## config.mk

```make
export PLATFORM = sky130hd
export DESIGN_NAME = axi4lite_regbank
export DESIGN_NICKNAME = d
export VERILOG_FILES = /design/src/rtl/axi4lite_regbank.sv
export SDC_FILE = /design/constraint.sdc
export NUM_CORES = 1
export LEC_CHECK = 0
export BUFFER_PORTS_ARGS = -buffer_cell sky130_fd_sc_hd__buf_4
export CORE_MARGIN = 4
export CORE_UTILIZATION = 49
export DETAILED_ROUTE_END_ITERATION = 10
export GPL_TIMING_DRIVEN = 0
export PLACE_DENSITY = 0.87
export SLEW_MARGIN = 40
export SYNTH_ARGS = -nofsm -noshare
export SYNTH_HDL_FRONTEND = slang
export SYNTH_SLANG_ARGS = --single-unit
```

## constraint.sdc

```tcl
create_clock -name clk -period 2.3 [get_ports clk]
set_input_delay 0.345 -clock clk [delete_from_list [all_inputs] [get_ports clk]]
set_output_delay 0.345 -clock clk [all_outputs]
set_load 0.005 [all_outputs]
```

## src/rtl/axi4lite_regbank.sv

```systemverilog
// axi4lite_regbank: AXI4-Lite slave terminating in NREG flat-exported registers; SLVERR on out-of-range access when AXI4LITE_REGBANK_SLVERR_EN is defined
module axi4lite_regbank #(
    parameter int AW   = 32,
    parameter int NREG = 8
) (
    input  logic               clk,
    input  logic               reset,
    input  logic [AW-1:0]      awaddr,
    input  logic [2:0]         awprot,
    input  logic               awvalid,
    output logic               awready,
    input  logic [31:0]        wdata,
    input  logic [3:0]         wstrb,
    input  logic               wvalid,
    output logic               wready,
    output logic [1:0]         bresp,
    output logic               bvalid,
    input  logic               bready,
    input  logic [AW-1:0]      araddr,
    input  logic [2:0]         arprot,
    input  logic               arvalid,
    output logic               arready,
    output logic [31:0]        rdata,
    output logic [1:0]         rresp,
    output logic               rvalid,
    input  logic               rready,
    output logic [NREG*32-1:0] reg_q,
    output logic [NREG-1:0]    wr_pulse
);
    localparam int LW = $clog2(NREG);
    logic               aw_held_q, aw_held_d, w_held_q, w_held_d;
    logic               bvalid_q, bvalid_d, rvalid_q, rvalid_d;
    logic [AW-1:0]      aw_addr_q, aw_addr_d;
    logic [31:0]        w_data_q, w_data_d, rdata_q, rdata_d;
    logic [3:0]         w_strb_q, w_strb_d;
    logic [1:0]         bresp_q, bresp_d, rresp_q, rresp_d, wr_err, rd_err;
    logic [NREG*32-1:0] reg_d;
    logic [NREG-1:0]    wr_pulse_q, wr_pulse_d;
    logic               aw_hs, w_hs, ar_hs, commit, win, rin;
    logic [AW-1:0]      waddr;
    logic [31:0]        wd;
    logic [3:0]         ws;
    logic [LW-1:0]      widx, ridx;

    assign awready  = !aw_held_q && !bvalid_q;
    assign wready   = !w_held_q && !bvalid_q;
    assign arready  = !rvalid_q;
    assign aw_hs    = awvalid && awready;
    assign w_hs     = wvalid && wready;
    assign ar_hs    = arvalid && arready;
    assign commit   = (aw_held_q || aw_hs) && (w_held_q || w_hs) && !bvalid_q;
    assign waddr    = aw_held_q ? aw_addr_q : awaddr;
    assign wd       = w_held_q ? w_data_q : wdata;
    assign ws       = w_held_q ? w_strb_q : wstrb;
    assign win      = waddr < AW'(NREG * 4);
    assign rin      = araddr < AW'(NREG * 4);
    assign widx     = waddr[2 +: LW];
    assign ridx     = araddr[2 +: LW];
    assign bvalid   = bvalid_q;
    assign bresp    = bresp_q;
    assign rvalid   = rvalid_q;
    assign rdata    = rdata_q;
    assign rresp    = rresp_q;
    assign wr_pulse = wr_pulse_q;

`ifdef AXI4LITE_REGBANK_SLVERR_EN
    assign wr_err = win ? 2'b00 : 2'b10;
    assign rd_err = rin ? 2'b00 : 2'b10;
`else
    assign wr_err = 2'b00;
    assign rd_err = 2'b00;
`endif

    always_comb begin
        aw_held_d  = !commit && (aw_held_q || aw_hs);
        w_held_d   = !commit && (w_held_q || w_hs);
        aw_addr_d  = aw_hs ? awaddr : aw_addr_q;
        w_data_d   = w_hs ? wdata : w_data_q;
        w_strb_d   = w_hs ? wstrb : w_strb_q;
        bvalid_d   = commit || (bvalid_q && !bready);
        bresp_d    = commit ? wr_err : bresp_q;
        wr_pulse_d = (commit && win) ? NREG'(1) << widx : '0;
        reg_d      = reg_q;
        for (int k = 0; k < 4; k++)
            if (commit && win && ws[k]) reg_d[32*widx + 8*k +: 8] = wd[8*k +: 8];
        // reads sample reg_q, so a same-edge write is not visible yet
        rvalid_d   = ar_hs || (rvalid_q && !rready);
        rdata_d    = ar_hs ? (rin ? reg_q[32*ridx +: 32] : 32'h0) : rdata_q;
        rresp_d    = ar_hs ? rd_err : rresp_q;
    end

    always_ff @(posedge clk) begin
        if (reset) begin
            aw_held_q  <= 1'b0;
            w_held_q   <= 1'b0;
            aw_addr_q  <= '0;
            w_data_q   <= '0;
            w_strb_q   <= '0;
            bvalid_q   <= 1'b0;
            bresp_q    <= '0;
            wr_pulse_q <= '0;
            reg_q      <= '0;
            rvalid_q   <= 1'b0;
            rdata_q    <= '0;
            rresp_q    <= '0;
        end else begin
            aw_held_q  <= aw_held_d;
            w_held_q   <= w_held_d;
            aw_addr_q  <= aw_addr_d;
            w_data_q   <= w_data_d;
            w_strb_q   <= w_strb_d;
            bvalid_q   <= bvalid_d;
            bresp_q    <= bresp_d;
            wr_pulse_q <= wr_pulse_d;
            reg_q      <= reg_d;
            rvalid_q   <= rvalid_d;
            rdata_q    <= rdata_d;
            rresp_q    <= rresp_d;
        end
    end
endmodule

```

==> results of run 1 <==
-- state kept, by name (all words and copies together), names as in the netlist --
register,cells
rdata,32
aw_held_q,1
w_strb_q,4
reg_q,256
aw_addr_q,30
rvalid,1
w_held_q,1
wr_pulse,8
bvalid,1
w_data_q,32
-- repair_timing --
item / CTS / global route
gates resized for setup: 131 / 94
gates cloned: 1 / 2
hold endpoints to repair: 0 / 0
buffers inserted: 57 / 11
endpoints found under the setup margin: 322 / 324
pin swaps: 43 / 25
-- metal layers --
layer | track usage (%) | wire [microns] | vias up
li1 | - | - | 6949
met1 | 41.2 | 25100 | 7913
met2 | 56.0 | 32000 | 1158
met3 | 8.08 | 7120 | 340
met4 | 20.4 | 5140 | 2
met5 | 0 | 20 | -
-- cell type report --
class	count	area, sq um	area share [%]
clock buffer	62	1210	5.12
sequential	366	7330	30.9
tap	455	569	2.40
inverter	25	98.8	0.417
timing repair buffer	479	3850	16.2
antenna	4	10.0	0.0422
multi-input combinational	1190	9920	41.8
buffer	108	637	2.68
clock inverter	9	97.6	0.411
-- metrics by stage --
step                instance area [sq um]  total power, uW
detailed placement                  20900             8030
CTS                                 23300            14500
global route                        23700            15000
floorplan                           17200             7450
global placement                    20700             7980
finish                              23700            14700
-- power groups by stage --
stage               logic (uW)  registers [uW]  clock network, uW
floorplan                  850            6600                  0
global placement          1370            6610                  0
detailed placement        1420            6620                  0
CTS                       1580            6480               6460
global route              1780            6500               6750
finish                    1710            6490               6470
-- synth_stat cells, types with 2 or more instances --
cell	instances
and2_0	3
nand2b_1	244
nor4b_1	3
nor4_1	36
buf_4	6
nand4_1	12
nor3_4	3
mux2_2	36
mux4_2	64
or4_4	2
or4_1	2
nor3b_1	3
a211oi_1	17
dfxtp_1	366
buf_1	13
inv_1	22
nor4_4	7
mux2i_1	273
nand3_1	9
a21oi_1	68
nor2_1	41
inv_2	3
nand2_1	286
mux2i_4	2
buf_2	8
buf_6	5
and2_1	2
a2bb2oi_1	32
ha_1	10
nand4_2	6
clkbuf_1	82
or3_1	2
nor3_1	11
-- logic make-up after synthesis --
group	synth area share [%]
simple gates	21.2
mux	27.0
flops	42.9
buf+inv	3.46
compound gates	4.69
fa+ha+maj	0.732
other cells	0.0219
-- worst max-delay path, cell delays in order (launching register included) --
cell     delay (ps)
dfxtp_1         320
nor4_1          410
nand2_2         120
a221o_2         420
buf_6           160
buf_16          130
or4_4           610
mux2i_1         160
-- worst max-delay path by stage --
stage                             from    endpoint  slack [ps]  depth (start not counted)
after detailed placement     araddr[3]   rdata[11]        -900                          7
final                     aw_addr_q[5]   reg_q[49]        -160                          7
after floorplan              aw_held_q  reg_q[128]           3                         11
after global placement       araddr[3]   rdata[31]       -1050                          7
after CTS                    aw_held_q   reg_q[90]        -120                         10
after global routing         aw_held_q   reg_q[49]        -200                          8
==> run_results.csv, run 1 <==
group,metric,value,unit
run_status,outcome,"complete, but fails checks",
run_status,violations,"setup timing",
pwr,pwr-share-seq,44.2,%
routing,ant_nets,0,
synthesis,synthFlopType,"dfxtp_1",
timing,worst_slew_pin_slew,881,ps
synthesis,synthTopCellsByArea,"dfxtp_1, mux2i_1, nand2b_1, mux4_2, nand2_1",
synthesis,ys_types,46,
die,die-height,195,microns
clock_network,clkTransAtPathRegs,60,ps
timing,rsz0062_at_grt,"yes",
worst_setup_path,r2r_end,"reg_q[49]",
worst_setup_path,cp.required,2700,ps
timing,hold_ws,12.5,ps
placed_design,dp_hpwl,49400,microns
timing,min_period,2460,ps
timing,fmax,407,MHz
timing,setup_viol,79,
routing,wl,69400,microns
clock_network,clk_latency,530,ps
layout,area_delta_synth_final,38.8,%
synthesis,netlist_area,0.0171,sq mm
clock_network,clock-sinks,366,
grt,grt_pass1_vias,16600,
synthesis,yosysTopAreaCell,"dfxtp_1",
min_path,min_path_type,"in2reg",
timing,hold_viol,0,
worst_setup_path,cp_max_fo,8,
worst_setup_path,r2r_slack,-160,ps
routing,drc,0,
grt,grt-ovfl-total,0,
pwr,clkPwrFrac,44.1,%
routing,vias,16400,
synthesis,yosys.area.top_type_share,42.9,%
layout,final_common_cell,"buf_4",
routing,via_per_inst,6.06,
layout,final_cell_mix,"buf_4, dfxtp_1, nand2_1",
grt,grt_pass1_wl,101000,microns
worst_setup_path,critPathArrivalTime,2860,ps
min_path,hold_end,"rvalid",
worst_setup_path,r2r-start,"aw_addr_q[5]",
synthesis,syn_avg_cell_area,10.1,sq um
pwr,p_switching,3740,uW
pwr,leakagePower,0.0104,uW
timing,final_max_slew_viol_count,0,
grt,antenna_found_initial,5,
clock_network,cts_hold_buf,0,
timing,worst_slack,-158,ps
clock_network,clockBufferDepth,3,
placed_design,pre_cts_ws,-900,ps
clock_network,numCtsBuffers,40,
worst_setup_path,end_kind,"flip-flop",
layout,final_cell_count_no_fill,2698,
clock_network,htreeDepth,2,
routing,drt-initial-drc-count,1360,
pwr,p_per_area,618,mW/mm^2
synthesis,synth_edf_count,0,
worst_setup_path,startpoint_type,"flip-flop",
layout,final_util,68.9,%
layout,fill_cells,2469,
synthesis,ys_warn_count,0,
timing,finalCritPeriodShare,107,%
routing,firstDrtPassIters,5,
synthesis,synth-async-reset-ratio,0,%
synthesis,seq_area_frac_synth,42.9,%
die,io_pins,418,
pwr,p_int,10900,uW
die,core,0.0345,sq mm
timing,relSlewSlack,41.3,%
die,die_width,195,microns
grt,grtUsageTotal,34.3,%
clock_network,cts_tree,"yes",
synthesis,synth_cells,1692,
min_path,hp-start,"rready",
placed_design,gp_congestion,0.884,
routing,wire_per_inst,25.7,microns
layout,nets,2333,
placed_design,dp.cells,2560,
grt,grt_max_degree,14,
clock_network,root_buffer,"clkbuf_16",
timing,fin_setup_tns,-4230,ps
pwr,switching_share,25.5,%
run,maxCapViolCount,0,
worst_setup_path,criticalPathCategory,"reg2reg",
min_path,min_path_cells,2,
placed_design,port_buffers,400,
synthesis,ys_ff_latch,366,
pwr,peakVddDrop,0.000448,V
die,die_area,0.0379,sq mm
worst_setup_path,r2r_cells,7,
die,initial_core_util,49.6,%
die,rows,68,
pwr,p_comb_share,11.7,%
timing,clock_skew,19.0,ps
layout,drive_above_1_share,36.2,%
Power figures use the tool's default switching activity.
==> run 2: changes to the inputs <==
Settings changed: CTS_CLUSTER_SIZE from default to 12, RECOVER_POWER from default to 50, SKIP_LAST_GASP from default to 1.
==> run_results.csv, run 2 (synthesis gave the netlist of run 1 again) <==
group,metric,value,unit
clock_network,root_buffer,"clkbuf_16",
layout,drive_above_1_share,32.6,%
timing,worst_slew_pin_slew,911,ps
pwr,power,14600,uW
timing,fin_setup_tns,-13750,ps
routing,vias,16400,
pwr,peakVddDrop,0.000462,V
grt,grt-ovfl-total,0,
min_path,hp-start,"rready",
min_path,min_path_type,"in2reg",
timing,setup_viol,127,
timing,hold_viol,1,
layout,nets,2349,
timing,clock_skew,17.2,ps
clock_network,clk_latency,540,ps
clock_network,clockBufferDepth,3,
die,die_width,195,microns
placed_design,gp_congestion,0.884,
run_status,violations,"hold timing, setup timing",
timing,final_max_slew_viol_count,0,
routing,firstDrtPassIters,6,
routing,wire_per_inst,25.8,microns
clock_network,cts_tree,"yes",
worst_setup_path,r2r_cells,8,
timing,min_period,2520,ps
timing,finalCritPeriodShare,110,%
clock_network,numCtsBuffers,40,
routing,drt-initial-drc-count,1426,
layout,fill_cells,2536,
grt,grt_pass1_wl,101000,microns
layout,area_delta_synth_final,38.1,%
layout,largest-register,"reg_q",
worst_setup_path,cp_max_fo,8,
worst_setup_path,cp.required,2740,ps
min_path,min_path_cells,2,
worst_setup_path,criticalPathCategory,"reg2reg",
timing,relSlewSlack,39.3,%
layout,final-seq-area,0.00733,sq mm
placed_design,port_buffers,400,
worst_setup_path,end_kind,"flip-flop",
min_path,hold_end,"rvalid",
run_status,outcome,"complete, but fails checks",
clock_network,clkTransAtPathRegs,60,ps
worst_setup_path,startpoint_type,"flip-flop",
routing,wl,70000,microns
timing,fmax,396,MHz
clock_network,clock-sinks,366,
grt,grt_pass1_vias,16800,
timing,hold_ws,-5.48,ps
clock_network,cts_hold_buf,0,
die,initial_core_util,49.6,%
die,rows,68,
layout,multi_input_area,0.00998,sq mm
pwr,p_per_area,620,mW/mm^2
grt,antenna_found_initial,6,
grt,grtUsageTotal,34.5,%
routing,via_per_inst,6.04,
run,maxCapViolCount,0,
die,die-height,195,microns
routing,drc,0,
timing,worst_slack,-223,ps
timing,rsz0062_at_grt,"yes",
worst_setup_path,r2r_slack,-220,ps
die,die_area,0.0379,sq mm
placed_design,dp_hpwl,49400,microns
clock_network,htreeDepth,2,
layout,largest_reg_flops,256,
die,core,0.0345,sq mm
routing,ant_nets,0,
worst_setup_path,r2r_end,"reg_q[0]",
pwr,leakagePower,0.0100,uW
die,io_pins,418,
worst_setup_path,critPathArrivalTime,2970,ps
layout,final_common_cell,"dfxtp_1",
layout,final_cell_mix,"dfxtp_1, nand2_1, mux2i_1",
worst_setup_path,r2r-start,"aw_held_q",
grt,grt_max_degree,13,
## run 2: how the worst max path moves through the flow
stage                         start         end  cells past startpoint
after floorplan           aw_held_q  reg_q[128]                     11
after global placement    araddr[3]   rdata[31]                      7
after detailed placement  araddr[3]   rdata[11]                      7
after CTS                 aw_held_q  reg_q[199]                     11
after global routing      aw_held_q    reg_q[0]                      8
final                     aw_held_q    reg_q[0]                      8
## run 2: cell type report
class / count / share of cell area (%)
sequential: 366 / 31.0
buffer: 107 / 2.77
inverter: 25 / 0.445
clock buffer: 63 / 5.03
tap: 455 / 2.41
antenna: 5 / 0.0530
clock inverter: 4 / 0.307
timing repair buffer: 496 / 15.7
multi-input combinational: 1190 / 42.3
## run 2: worst max-delay path, cell delays in order, from the launching register on
cell and delay, ps:
dfxtp_4 400, buf_12 110, mux2i_4 320, buf_4 180, inv_4 70, nor3_4 440
nand4b_4 180, or3_4 500, a211oi_2 220
## run 2: power by group
group	internal [uW]	leakage, uW	switching (uW)	total (uW)
clock network	3750	0.000612	2630	6380
registers	6430	0.00296	62.5	6490
logic	692	0.00643	1080	1770
total	10900	0.0100	3770	14600
## run 2: per-stage QoR
stage	setup WS, ps	instance area (sq um)	std cells	util [%]
after floorplan	2.54	17200	1695	-
after global placement	-1050	20700	2550	60.2
after detailed placement	-900	20900	2560	60.5
after CTS	-184	23400	2691	68.0
after global routing	-269	23600	2711	68.5
final	-223	23600	2711	68.5
## run 2: metal layers
| layer | GRT usage (%) | share of wire (%) | up-vias |
|---|---|---|---|
| met5 | 0 | 0.019 | - |
| met4 | 20.6 | 7.1 | 2 |
| met3 | 8.08 | 10 | 339 |
| met2 | 56.9 | 46 | 1125 |
| met1 | 41.2 | 36 | 7919 |
| li1 | - | - | 6978 |
## run 2: what timing repair did
action                     in CTS  in global routing
gates resized for setup       144                103
setup endpoints to repair     318                333
setup buffers                  68                 16
pin swaps                      54                 30
cloned                          0                  3
